## config.mk

```make
export PLATFORM = sky130hd
export DESIGN_NAME = step_sequencer_flat
export DESIGN_NICKNAME = d
export VERILOG_FILES = /design/src/rtl/step_if.sv /design/src/rtl/step_sequencer.sv /design/src/flat_wrapper.sv
export SDC_FILE = /design/constraint.sdc
export NUM_CORES = 1
export LEC_CHECK = 0
export ABC_AREA = 1
export BUFFER_PORTS_ARGS = -buffer_cell sky130_fd_sc_hd__buf_4
export CORE_MARGIN = 4
export CORE_UTILIZATION = 40
export DETAILED_ROUTE_END_ITERATION = 7
export HOLD_SLACK_MARGIN = 0.12
export PLACE_DENSITY_LB_ADDON = 0.3
export REMOVE_ABC_BUFFERS = 1
export SYNTH_ARGS = -nofsm -noshare
export SYNTH_HDL_FRONTEND = slang
export SYNTH_SLANG_ARGS = --single-unit
```

## constraint.sdc

```tcl
create_clock -name clk_i -period 3.4 [get_ports clk_i]
set_clock_uncertainty 0.1 [all_clocks]
set_input_delay 0.34 -clock clk_i [delete_from_list [all_inputs] [get_ports clk_i]]
set_output_delay 0.34 -clock clk_i [all_outputs]
set_load 0.02 [all_outputs]
```

## src/rtl/step_if.sv

```systemverilog
// Bundle of the step sequencer's request, load and state signals.
// The slave modport is the sequencer. The master modport is the environment:
// the requesters plus the combinational next-state logic that returns next_y.
interface step_if #(
    parameter int CNT_W = 8
);
    logic             man_req;
    logic             man_s;
    logic             man_ack;
    logic             auto_en;
    logic             auto_s;
    logic             load;
    logic [3:0]       load_val;
    logic [3:0]       next_y;
    logic [3:0]       y;
    logic             s;
    logic             busy;
    logic [CNT_W-1:0] step_cnt;
    logic             auto_ovf;

    modport master (
        output man_req, man_s, auto_en, auto_s, load, load_val, next_y,
        input  man_ack, y, s, busy, step_cnt, auto_ovf
    );

    modport slave (
        input  man_req, man_s, auto_en, auto_s, load, load_val, next_y,
        output man_ack, y, s, busy, step_cnt, auto_ovf
    );
endinterface

```

## src/rtl/step_sequencer.sv

```systemverilog
// Owns the 4-bit state register y and sequences every update of it through the
// external next-state logic. The step resource is shared round-robin between a
// handshaked manual requester and a free-running auto ticker. A load can
// overwrite y at any time and aborts a step that is in flight.
//
// state | meaning
// ------+-----------------------------------------------------------
// IDLE  | waiting; a load or an arbitration grant happens here
// SETUP | s is presented to the next-state logic; y commits on exit
// HOLD  | enforced idle gap after a commit; requests accumulate
module step_sequencer #(
    parameter int TICK_DIV    = 50000000,
    parameter int HOLD_CYCLES = 2,
    parameter int CNT_W       = 8
) (
    input  logic  clk_i,
    input  logic  reset_i,
    step_if.slave bus
);
    localparam int TW = (TICK_DIV > 2) ? $clog2(TICK_DIV) : 1;
    localparam int HW = (HOLD_CYCLES > 2) ? $clog2(HOLD_CYCLES) : 1;
    localparam logic [TW-1:0] TICK_LAST = TW'(TICK_DIV - 1);
    localparam logic [HW-1:0] HOLD_LAST = HW'((HOLD_CYCLES > 0) ? HOLD_CYCLES - 1 : 0);

    typedef enum logic [1:0] {IDLE, SETUP, HOLD} state_t;

    state_t           state_q;
    logic [3:0]       y_q;
    logic             s_q;
    logic             man_ack_q;
    logic [CNT_W-1:0] step_cnt_q;
    logic             auto_ovf_q;
    logic             auto_pend_q;
    logic             last_man_q;
    logic             win_man_q;
    logic [TW-1:0]    tick_cnt_q;
    logic [HW-1:0]    hold_cnt_q;

    logic             man_pend;
    logic             tick_wrap;
    logic             idle_free;
    logic             take_man;
    logic             take_auto;
    logic             auto_pend_d;
    logic             auto_ovf_d;

    // Arbitration and auto-pending bookkeeping. The tick counter runs downwards,
    // so a wrap is the terminal count at zero while enabled. A request still high
    // during its ack cycle is ignored so one request yields exactly one step.
    always_comb begin
        man_pend    = bus.man_req & ~man_ack_q;
        tick_wrap   = bus.auto_en & (tick_cnt_q == '0);
        idle_free   = (state_q == IDLE) & ~bus.load;
        take_man    = idle_free & man_pend & (~auto_pend_q | ~last_man_q);
        take_auto   = idle_free & auto_pend_q & (~man_pend | last_man_q);
        auto_pend_d = auto_pend_q;
        auto_ovf_d  = auto_ovf_q;
        if ((state_q == IDLE) && bus.load) begin
            auto_pend_d = 1'b0;
            auto_ovf_d  = 1'b0;
        end else if (take_auto) begin
            auto_pend_d = 1'b0;
        end
        // Overflow only if the pending step survives this edge; a grant on the
        // same edge as the tick consumes the old step first.
        if (tick_wrap) begin
            if (auto_pend_d) begin
                auto_ovf_d = 1'b1;
            end
            auto_pend_d = 1'b1;
        end
    end

    // Sequencer FSM, ticker and all registered outputs.
    always_ff @(posedge clk_i) begin
        if (reset_i) begin
            state_q     <= IDLE;
            y_q         <= '0;
            s_q         <= 1'b0;
            man_ack_q   <= 1'b0;
            step_cnt_q  <= '0;
            auto_ovf_q  <= 1'b0;
            auto_pend_q <= 1'b0;
            last_man_q  <= 1'b0;
            win_man_q   <= 1'b0;
            tick_cnt_q  <= TICK_LAST;
            hold_cnt_q  <= '0;
        end else begin
            auto_pend_q <= auto_pend_d;
            auto_ovf_q  <= auto_ovf_d;
            man_ack_q   <= 1'b0;

            if (!bus.auto_en || tick_wrap) begin
                tick_cnt_q <= TICK_LAST;
            end else begin
                tick_cnt_q <= tick_cnt_q - 1'b1;
            end

            case (state_q)
                IDLE: begin
                    if (bus.load) begin
                        y_q <= bus.load_val;
                    end else if (take_man || take_auto) begin
                        s_q        <= take_man ? bus.man_s : bus.auto_s;
                        last_man_q <= take_man;
                        win_man_q  <= take_man;
                        state_q    <= SETUP;
                    end
                end
                SETUP: begin
                    if (bus.load) begin
                        y_q     <= bus.load_val;
                        state_q <= IDLE;
                    end else begin
                        y_q        <= bus.next_y;
                        step_cnt_q <= step_cnt_q + CNT_W'(1);
                        man_ack_q  <= win_man_q;
                        if (HOLD_CYCLES > 0) begin
                            hold_cnt_q <= HOLD_LAST;
                            state_q    <= HOLD;
                        end else begin
                            state_q <= IDLE;
                        end
                    end
                end
                HOLD: begin
                    if (bus.load) begin
                        y_q     <= bus.load_val;
                        state_q <= IDLE;
                    end else if (hold_cnt_q == '0) begin
                        state_q <= IDLE;
                    end else begin
                        hold_cnt_q <= hold_cnt_q - 1'b1;
                    end
                end
                default: state_q <= IDLE;
            endcase
        end
    end

    assign bus.y        = y_q;
    assign bus.s        = s_q;
    assign bus.man_ack  = man_ack_q;
    assign bus.busy     = (state_q != IDLE);
    assign bus.step_cnt = step_cnt_q;
    assign bus.auto_ovf = auto_ovf_q;
endmodule
```

## src/flat_wrapper.sv

```systemverilog
// flat-port wrapper written by rule: the top's interface ports become plain ports
module step_sequencer_flat 
#(
    parameter int TICK_DIV    = 50000000,
    parameter int HOLD_CYCLES = 2,
    parameter int CNT_W       = 8
)
  (clk_i, reset_i, bus_man_req, bus_man_s, bus_auto_en, bus_auto_s, bus_load, bus_load_val, bus_next_y, bus_man_ack, bus_y, bus_s, bus_busy, bus_step_cnt, bus_auto_ovf);
  step_if #(.CNT_W(CNT_W)) bus_i ();
  input  logic clk_i;
  input  logic reset_i;
  input wire logic [$bits(bus_i.man_req)-1:0] bus_man_req;
  input wire logic [$bits(bus_i.man_s)-1:0] bus_man_s;
  input wire logic [$bits(bus_i.auto_en)-1:0] bus_auto_en;
  input wire logic [$bits(bus_i.auto_s)-1:0] bus_auto_s;
  input wire logic [$bits(bus_i.load)-1:0] bus_load;
  input wire logic [$bits(bus_i.load_val)-1:0] bus_load_val;
  input wire logic [$bits(bus_i.next_y)-1:0] bus_next_y;
  output wire logic [$bits(bus_i.man_ack)-1:0] bus_man_ack;
  output wire logic [$bits(bus_i.y)-1:0] bus_y;
  output wire logic [$bits(bus_i.s)-1:0] bus_s;
  output wire logic [$bits(bus_i.busy)-1:0] bus_busy;
  output wire logic [$bits(bus_i.step_cnt)-1:0] bus_step_cnt;
  output wire logic [$bits(bus_i.auto_ovf)-1:0] bus_auto_ovf;
  assign bus_i.man_req = bus_man_req;
  assign bus_i.man_s = bus_man_s;
  assign bus_i.auto_en = bus_auto_en;
  assign bus_i.auto_s = bus_auto_s;
  assign bus_i.load = bus_load;
  assign bus_i.load_val = bus_load_val;
  assign bus_i.next_y = bus_next_y;
  assign bus_man_ack = bus_i.man_ack;
  assign bus_y = bus_i.y;
  assign bus_s = bus_i.s;
  assign bus_busy = bus_i.busy;
  assign bus_step_cnt = bus_i.step_cnt;
  assign bus_auto_ovf = bus_i.auto_ovf;
  step_sequencer #(.TICK_DIV(TICK_DIV), .HOLD_CYCLES(HOLD_CYCLES), .CNT_W(CNT_W)) u_core (.clk_i(clk_i), .reset_i(reset_i), .bus(bus_i));
endmodule
```

==> results of run 1 <==
## cells in the final DEF, fill, tap and decap left out, types with 2 or more instances in the layout
cell type  netlist  routed
nand2_1         91      91
buf_4            0      30
dfxtp_1         46      46
inv_1           53      53
o21ai_0         13      13
o22ai_1          4       4
nor2_2          10      10
nor2_1          66      66
nand2_2          5       5
nand3_2          4       4
nand3_1         33      33
clkbuf_8         0       5
a21oi_1         15      15
nand4_1          8       8
xor2_1           2       2
nor3_1           3       3
nor2_4           5       5
ha_1             3       3
## metrics by stage
| stage | worst slack, ps | area [µm²] | hold WS [ps] | utilization | instances |
|---|---|---|---|---|---|
| global placement | 1644 | 2734 | 291.9 | 0.4618 | 473 |
| finish | 1676 | 2828 | 172.6 | 0.4776 | 481 |
| CTS | 1643 | 2828 | 165.6 | 0.4776 | 481 |
| detailed placement | 1590 | 2734 | 297.6 | 0.4618 | 473 |
| global route | 1537 | 2828 | 177.7 | 0.4776 | 481 |
| floorplan | 1941 | 2415 | 279.7 | - | 368 |
## kinds of logic (layout without fill, tap and decap cells)
family          count (synthesis)  in the layout  share of synthesized area
xor+xnor                        3              3                    0.01076
buf+inv                        58             92                    0.09426
compound gates                 34             34                    0.07428
simple gates                  228            228                     0.4283
flops                          46             46                     0.3770
fa+ha+maj                       3              3                    0.01537
## area by class of cell
type,count,area [µm²],area share
flip-flops and latches,46,920.9,0.3257
inverters,54,202.7,0.07168
clock inverters,3,25.02,0.008850
well taps,75,93.84,0.03319
multi-input cells,268,1291,0.4566
clock buffers,5,68.82,0.02434
repair buffers,30,225.2,0.07965
## cell usage after synthesis
cell	number
a21oi_1	15
buf_2	1
buf_8	1
clkbuf_1	2
dfxtp_1	46
ha_1	3
inv_1	53
inv_2	1
nand2_1	91
nand2_2	5
nand3_1	33
nand3_2	4
nand3b_4	1
nand4_1	8
nor2_1	66
nor2_2	10
nor2_4	5
nor3_1	3
nor3_2	1
o21ai_0	13
o21ai_1	1
o21bai_2	1
o22ai_1	4
or2_0	1
xnor2_1	1
xor2_1	2
## power by group through the flow
stage | logic, mW | registers [mW] | clock network, mW
detailed placement | 0.0706 | 0.565 | 0
global route | 0.0779 | 0.554 | 0.382
CTS | 0.0706 | 0.552 | 0.361
floorplan | 0.0301 | 0.571 | 0
finish | 0.0696 | 0.552 | 0.352
global placement | 0.0695 | 0.565 | 0
## worst paths after layout
check	startpoint	depth (start not counted)	slack [ps]	to
setup / recovery	u_core.tick_cnt_q[0]$_SDFF_PP1_	8	1680	u_core.tick_cnt_q[3]$_SDFF_PP1_
hold / removal	bus_auto_en	3	170	u_core.bus.auto_ovf$_SDFF_PP0_
setup reg to reg	u_core.tick_cnt_q[0]$_SDFF_PP1_	8	1680	u_core.tick_cnt_q[3]$_SDFF_PP1_
hold reg to reg	u_core.tick_cnt_q[0]$_SDFF_PP1_	1	320	u_core.tick_cnt_q[0]$_SDFF_PP1_
## layer usage
layer | vias to the layer above | GRT usage | wire [µm]
met3 | 8 | 0.03458 | 321
li1 | 1232 | - | -
met1 | 1022 | 0.1919 | 2455
met4 | 0 | 0.06043 | 69
met2 | 61 | 0.2740 | 2605
met5 | - | 0 | 0
## critical path, delay by kind of cell (launching register included)
kind                     cells  cell delay, ps
flip-flops                   1             360
AND/OR/NAND/NOR              5             640
buffers and inverters        1              90
adder cells (fa/ha/maj)      1             220
AO/OA/AOI/OAI                1             160
## flip-flops by register name, indices dropped and copies added (netlist names)
name / flops
u_core.tick_cnt_q: 26
u_core.bus.step_cnt: 8
u_core.bus.y: 4
u_core.state_q: 2
u_core.auto_pend_q: 1
u_core.bus.auto_ovf: 1
u_core.bus.man_ack: 1
u_core.bus.s: 1
u_core.hold_cnt_q: 1
u_core.win_man_q: 1
==> impl_metrics.py, run 1 <==
metrics = {
    "power_and_ir_drop": {
        "swShare": 0.2552,
        "p_total_mw": 0.9736,
        "combPwrFrac": 0.072,
        "p_sw_mw": 0.2485,
        "intPower_mw": 0.7251,
        "ir_drop_mv": 0.1712,
        "power_frac_seq": 0.567,
        "power.density_nw_per_um2": 344.3,
        "p_leak_nw": 1.306,
        "p_clk_frac": 0.361,
    },
    "placed_design": {
        "io_buffers": 30,
        "dp_hpwl_mm": 4.313,
        "gp_congestion": 0.8245,
    },
    "logic_synthesis": {
        "synth_area_leaders": "dfxtp_1 (38%), nand2_1 (14%), nor2_1 (10%)",
        "ys_warn_count": 0,
        "netlist_area_um2": 2442,
        "syn_area_per_cell_um2": 6.565,
        "synth_top_area_share": 0.3770,
        "yosysUniqueCellTypes": 26,
        "synth-seq-cells": 46,
        "synth_cells": 372,
        "yosysTopAreaCell": "dfxtp_1",
        "ys_seq_area_frac": 0.3770,
    },
    "clock_network": {
        "cts_tree": "built",
        "cts_max_level": 2,
        "clock_sinks": 46,
        "cts_buffers": 5,
        "cts-resized-gates": 0,
        "cts-root-buf": "clkbuf_8",
        "holdBufCountCts": 0,
        "clk_pin_slew_ps": 100,
        "clockBufferDepth": 2,
        "post_cts_buffers": 0,
        "worstSkewPairLatency_ps": 300,
    },
    "routing": {
        "drt_first_pass_iters": 4,
        "routedWlPerCell_um": 11.33,
        "wl_mm": 5.452,
        "drtAntennaViolNets": 0,
        "via_per_inst": 4.830,
        "drc": 0,
        "dr.first_iter.drc_count": 78,
        "vias": 2323,
    },
    "sta": {
        "tightest_slew_ps": 486.9,
        "slew_violations": 0,
        "grt_setup_unrepaired": "false",
        "max_freq_ghz": 0.5802,
        "setup_viol": 0,
        "tns_ps": 0,
        "fin_crit_ps": 1724,
        "finalCritPeriodShare": 0.5069,
        "relSlewSlack": 0.6746,
        "hold_viol_final": 0,
    },
    "global_route": {
        "grt_max_degree": 19,
        "grt_first_pass_wirelength_mm": 9.722,
        "grtUsageTotal": 0.1589,
        "overflow": 0,
        "grt_pass1_vias": 2248,
        "antenna_found_initial": 0,
    },
    "critical_path": {
        "cp_common_cell": "nor2_4",
        "cp-end-kind": "register",
        "worstPathArrival_ps": 1790,
        "crit_path_max_fanout": 18,
        "path_cells": "inv_1 > ha_1 > nand2_1 > nor2_1 > nand3b_4 > nor2_4 > nor2_4 > o21ai_0",
        "path_class": "reg -> reg",
        "slowest_delay_ps": 380,
        "cp.required_ps": 3460,
        "critPathSlowestCell": "nor2_4",
        "start_kind": "register",
    },
    "cells_and_area": {
        "fillCellCount": 613,
        "syn_to_final_growth_pct": 15.78,
        "antennaDiodeCount": 0,
        "fin_nets": 423,
        "drive_gt1_frac": 0.1626,
    },
    "floorplan": {
        "row_count": 28,
        "initial_utilization": 0.4125,
        "die_x_um": 86.14,
        "dieArea_um2": 7420,
        "die_h_um": 86.14,
        "io_pins": 31,
        "core_um2": 5921,
    },
    "status": {
        "status": "complete, no violations",
    },
    "min_path": {
        "hp-class": "in -> reg",
    },
    "run": {
        "cap_violations": 0,
    },
}
No activity file was read; power rests on OpenSTA's default activity.
==> run 2: changes to the inputs <==
clock period = 1.79 ns   (was 3.4 ns; I/O delays follow)
==> impl_metrics.py, run 2 (same netlist as run 1, synthesis figures left out) <==
metrics = {
    "cells_and_area": {
        "fin_util": 0.5049,
        "syn_to_final_growth_pct": 22.39,
        "final_area_um2": 2989,
        "largest-register": "u_core.tick_cnt_q",
        "drive_gt1_frac": 0.1714,
        "layout.cells.non_filler": 495,
        "fin_nets": 437,
        "antennaDiodeCount": 0,
        "layout_commonest_cell": "nand2_1",
        "largest_reg_flops": 26,
        "mostFrequentLayoutCells": "nand2_1 (90), nor2_1 (64), inv_1 (53)",
    },
    "sta": {
        "tightest_slew_ps": 455.8,
        "worst_slack_ps": 134.0,
        "finalCritPeriodShare": 0.9251,
        "fin_crit_ps": 1656,
        "grt_setup_unrepaired": "true",
        "hold_viol_final": 0,
        "tns_ps": 0,
        "relSlewSlack": 0.6941,
        "setup_viol": 0,
        "slew_violations": 0,
        "max_freq_ghz": 0.6039,
    },
    "global_route": {
        "grtUsageTotal": 0.1603,
        "grt_first_pass_wirelength_mm": 9.653,
        "grt_max_degree": 19,
        "antenna_found_initial": 0,
        "overflow": 0,
        "grt_pass1_vias": 2152,
    },
    "clock_network": {
        "worstSkewPairLatency_ps": 300,
        "clock_sinks": 46,
        "cts-root-buf": "clkbuf_8",
        "cts_buffers": 5,
        "cts_tree": "built",
        "clk_pin_slew_ps": 90,
        "clockBufferDepth": 2,
        "cts_max_level": 2,
    },
    "routing": {
        "via_per_inst": 4.737,
        "drc": 0,
        "routedWlPerCell_um": 10.95,
        "vias": 2345,
        "drtAntennaViolNets": 0,
        "wl_mm": 5.420,
        "dr.first_iter.drc_count": 78,
        "drt_first_pass_iters": 4,
    },
    "placed_design": {
        "io_buffers": 30,
        "dp_hpwl_mm": 4.073,
        "dp.cells": 474,
        "postPlaceCellArea_um2": 2741,
        "gp_congestion": 0.9079,
        "place_ws_ps": 55.88,
    },
    "power_and_ir_drop": {
        "ir_drop_mv": 0.2995,
        "p_leak_nw": 1.368,
        "power.density_nw_per_um2": 625.6,
        "power_frac_seq": 0.561,
        "p_sw_mw": 0.4725,
        "combPwrFrac": 0.088,
        "p_clk_frac": 0.352,
        "intPower_mw": 1.398,
        "swShare": 0.2526,
    },
    "critical_path": {
        "start_kind": "primary input",
        "worstPathArrival_ps": 1800,
        "cp-end-kind": "register",
        "worstRegToRegCells": 10,
        "cp.required_ps": 1930,
        "crit_path_max_fanout": 6,
        "path_class": "in -> reg",
    },
    "floorplan": {
        "core_um2": 5921,
        "die_x_um": 86.14,
        "dieArea_um2": 7420,
        "io_pins": 31,
        "die_h_um": 86.14,
        "row_count": 28,
        "initial_utilization": 0.4125,
    },
    "run": {
        "cap_violations": 0,
    },
    "min_path": {
        "hp-class": "in -> reg",
        "hold_path_depth": 3,
    },
    "status": {
        "status": "complete, no violations",
    },
}
## run 2: cell types whose count changed in the layout (fill, tap and decap cells not counted), moves of 2 or more
cell / before / now
nor2_1: 66 / 64
buf_4: 30 / 32
dlygate4sd3_1: 0 / 11
nor2_4: 5 / 7
## run 2: layer usage
layer,wire [µm],global-route usage,vias up
met2,2414,0.2649,41
li1,-,-,1256
met3,314,0.04035,8
met5,0,0,-
met4,80,0.04892,0
met1,2610,0.2048,1040
## run 2: worst paths after layout
check                                  start                          endpoint  slack (ps)
min reg2reg  u_core.tick_cnt_q[0]$_SDFF_PP1_   u_core.tick_cnt_q[0]$_SDFF_PP1_         320
min                          bus_load_val[0]      u_core.bus.y[0]$_SDFFE_PP0P_          70
max                                 bus_load      u_core.bus.y[2]$_SDFFE_PP0P_         130
max reg2reg  u_core.tick_cnt_q[0]$_SDFF_PP1_  u_core.tick_cnt_q[12]$_SDFF_PP1_         150
## run 2: timing repair
item	4_1_cts	5_1_grt
hold buffers	12	2
resized for setup	0	5
setup buffers	0	2
endpoints found under the setup margin	0	22
hold endpoints to repair	16	2
## run 2: per-stage QoR
step | power (mW) | hold slack (ps)
final | 1.870 | 69.35
after global routing | 1.966 | 138.2
after CTS | 1.890 | 137.2
after detailed placement | 1.209 | 293.5
after global placement | 1.207 | 290.2
after floorplan | 1.142 | 148.1
## run 2: final cells by class
| cell class | count | area [µm²] |
|---|---|---|
| clock inverters | 3 | 23.77 |
| repair buffers | 44 | 370.4 |
| clock buffers | 5 | 68.82 |
| multi-input cells | 268 | 1309 |
| well taps | 75 | 93.84 |
| fillers | 595 | 2932 |
| inverters | 54 | 202.7 |
| flip-flops and latches | 46 | 920.9 |
## run 2: critical path, stage by stage
cell and delay, ps:
dlygate4sd3_1 550, buf_4 170, nor2_4 130, o22ai_1 70, dlygate4sd3_1 550, a21oi_1 140
## run 2: power groups by stage
stage	registers (mW)	logic [mW]	clock network, mW
after CTS	1.05	0.159	0.682
after floorplan	1.08	0.0572	0
after detailed placement	1.07	0.136	0
final	1.05	0.164	0.657
after global placement	1.07	0.134	0
after global routing	1.05	0.181	0.734
==> run 3: changes to the inputs <==
REMOVE_ABC_BUFFERS = default   (was 1)
==> impl_metrics.py, run 3 (same netlist as run 1, synthesis figures left out) <==
metrics = {
    "sta": {
        "max_freq_ghz": 0.5740,
        "tightest_slew_ps": 461.5,
        "fin_crit_ps": 1742,
        "grt_setup_unrepaired": "false",
        "tns_ps": 0,
        "worst_slack_ps": 47.82,
        "slew_violations": 0,
        "hold_viol_final": 0,
        "finalCritPeriodShare": 0.9733,
        "setup_viol": 0,
        "relSlewSlack": 0.6903,
    },
    "clock_network": {
        "cts-root-buf": "clkbuf_8",
        "clk_pin_slew_ps": 90,
        "cts_max_level": 2,
        "clockBufferDepth": 2,
        "worstSkewPairLatency_ps": 300,
        "cts_tree": "built",
        "cts_buffers": 5,
        "clock_sinks": 46,
    },
    "floorplan": {
        "dieArea_um2": 7420,
        "io_pins": 31,
        "die_x_um": 86.14,
        "die_h_um": 86.14,
        "initial_utilization": 0.4125,
        "row_count": 28,
        "core_um2": 5921,
    },
    "placed_design": {
        "place_ws_ps": 100.7,
        "gp_congestion": 0.8725,
        "io_buffers": 30,
        "dp_hpwl_mm": 4.069,
    },
    "critical_path": {
        "path_cells": "dlygate4sd3_1 > buf_4 > nor2_4 > inv_1 > o22ai_1 > dlygate4sd3_1 > a21oi_1",
        "slowest_delay_ps": 570,
        "critPathSlowestCell": "dlygate4sd3_1",
        "cp_common_cell": "dlygate4sd3_1",
        "start_kind": "primary input",
        "worstPathArrival_ps": 1820,
        "crit_path_max_fanout": 6,
        "cp-end-kind": "register",
        "path_class": "in -> reg",
        "cp.required_ps": 1870,
    },
    "cells_and_area": {
        "largest-register": "u_core.tick_cnt_q",
        "largest_reg_flops": 26,
        "drive_gt1_frac": 0.1663,
        "fin_nets": 438,
        "mostFrequentLayoutCells": "nand2_1 (91), nor2_1 (65), inv_1 (53)",
        "syn_to_final_growth_pct": 23.36,
        "antennaDiodeCount": 0,
        "layout_commonest_cell": "nand2_1",
    },
    "power_and_ir_drop": {
        "combPwrFrac": 0.084,
        "ir_drop_mv": 0.3755,
        "intPower_mw": 1.537,
        "p_sw_mw": 0.4494,
        "swShare": 0.2263,
        "power_frac_seq": 0.528,
        "p_leak_nw": 1.385,
        "power.density_nw_per_um2": 659.2,
        "p_clk_frac": 0.388,
    },
    "routing": {
        "drc": 0,
        "drtAntennaViolNets": 0,
        "vias": 2358,
        "via_per_inst": 4.754,
        "dr.first_iter.drc_count": 104,
        "drt_first_pass_iters": 5,
        "wl_mm": 5.472,
        "routedWlPerCell_um": 11.03,
    },
    "global_route": {
        "grt_pass1_vias": 2183,
        "grtUsageTotal": 0.1572,
        "grt_max_degree": 19,
        "antenna_found_initial": 0,
        "overflow": 0,
        "grt_first_pass_wirelength_mm": 9.556,
    },
    "run": {
        "cap_violations": 0,
    },
    "status": {
        "status": "complete, no violations",
    },
    "logic_synthesis": {
        "syn_nets": 390,
    },
    "min_path": {
        "hp-class": "in -> reg",
    },
}
[run 3: final cells by class]
type                    instances  area [µm²]
well taps                      75       93.84
repair buffers                 45       380.4
inverters                      54       202.7
flip-flops and latches         46       920.9
multi-input cells             268        1305
clock buffers                   6       72.57
fillers                       590        2908
clock inverters                 2       37.54
[run 3: power groups by stage]
stage	clock network (mW)	registers, mW	logic (mW)
2_1_floorplan	0	1.08	0.0646
3_3_place_gp	0	1.07	0.135
3_5_place_dp	0	1.07	0.137
4_1_cts	0.791	1.05	0.159
5_1_grt	0.838	1.05	0.182
6_report	0.771	1.05	0.166
[run 3: routing by layer]
metal,vias up,track usage,part of all wire
li1,1266,-,-
met3,4,0.03266,0.055
met4,0,0.03597,0.0051
met1,1042,0.2016,0.49
met5,-,0,0
met2,46,0.2698,0.45
[run 3: final timing paths]
check,from,to,slack (ps),depth (start not counted)
max,bus_load,u_core.bus.y[3]$_SDFFE_PP0P_,50,7
max reg2reg,u_core.state_q[0]$_SDFFE_PP0P_,u_core.bus.y[3]$_SDFFE_PP0P_,150,6
min,bus_man_s,u_core.bus.s$_SDFFE_PP0P_,160,5
min reg2reg,u_core.tick_cnt_q[0]$_SDFF_PP1_,u_core.tick_cnt_q[0]$_SDFF_PP1_,310,1
[run 3: through the flow]
stage,util,hold slack (ps),area [µm²],std cells,total power [mW]
final,0.5089,159.5,3013,496,1.986
after global routing,0.5089,192.7,3013,496,2.071
after CTS,0.5032,155.5,2979,495,1.999
after detailed placement,0.4643,294.3,2749,475,1.209
after global placement,0.4643,290.9,2749,475,1.207
after floorplan,-,213.5,2442,372,1.150
[run 3: critical path: cells and delay by family]
family                 cells  cell delay [ps]
buffers and inverters      4             1360
AOI/OAI and AO/OA          2              170
and+or+nand+nor            1              120
[run 3: repair_timing]
action	in CTS	in global routing
endpoints found under the hold margin	16	1
setup endpoints to repair	0	10
hold buffers	12	1
gates resized for setup	0	3
setup buffers	0	1
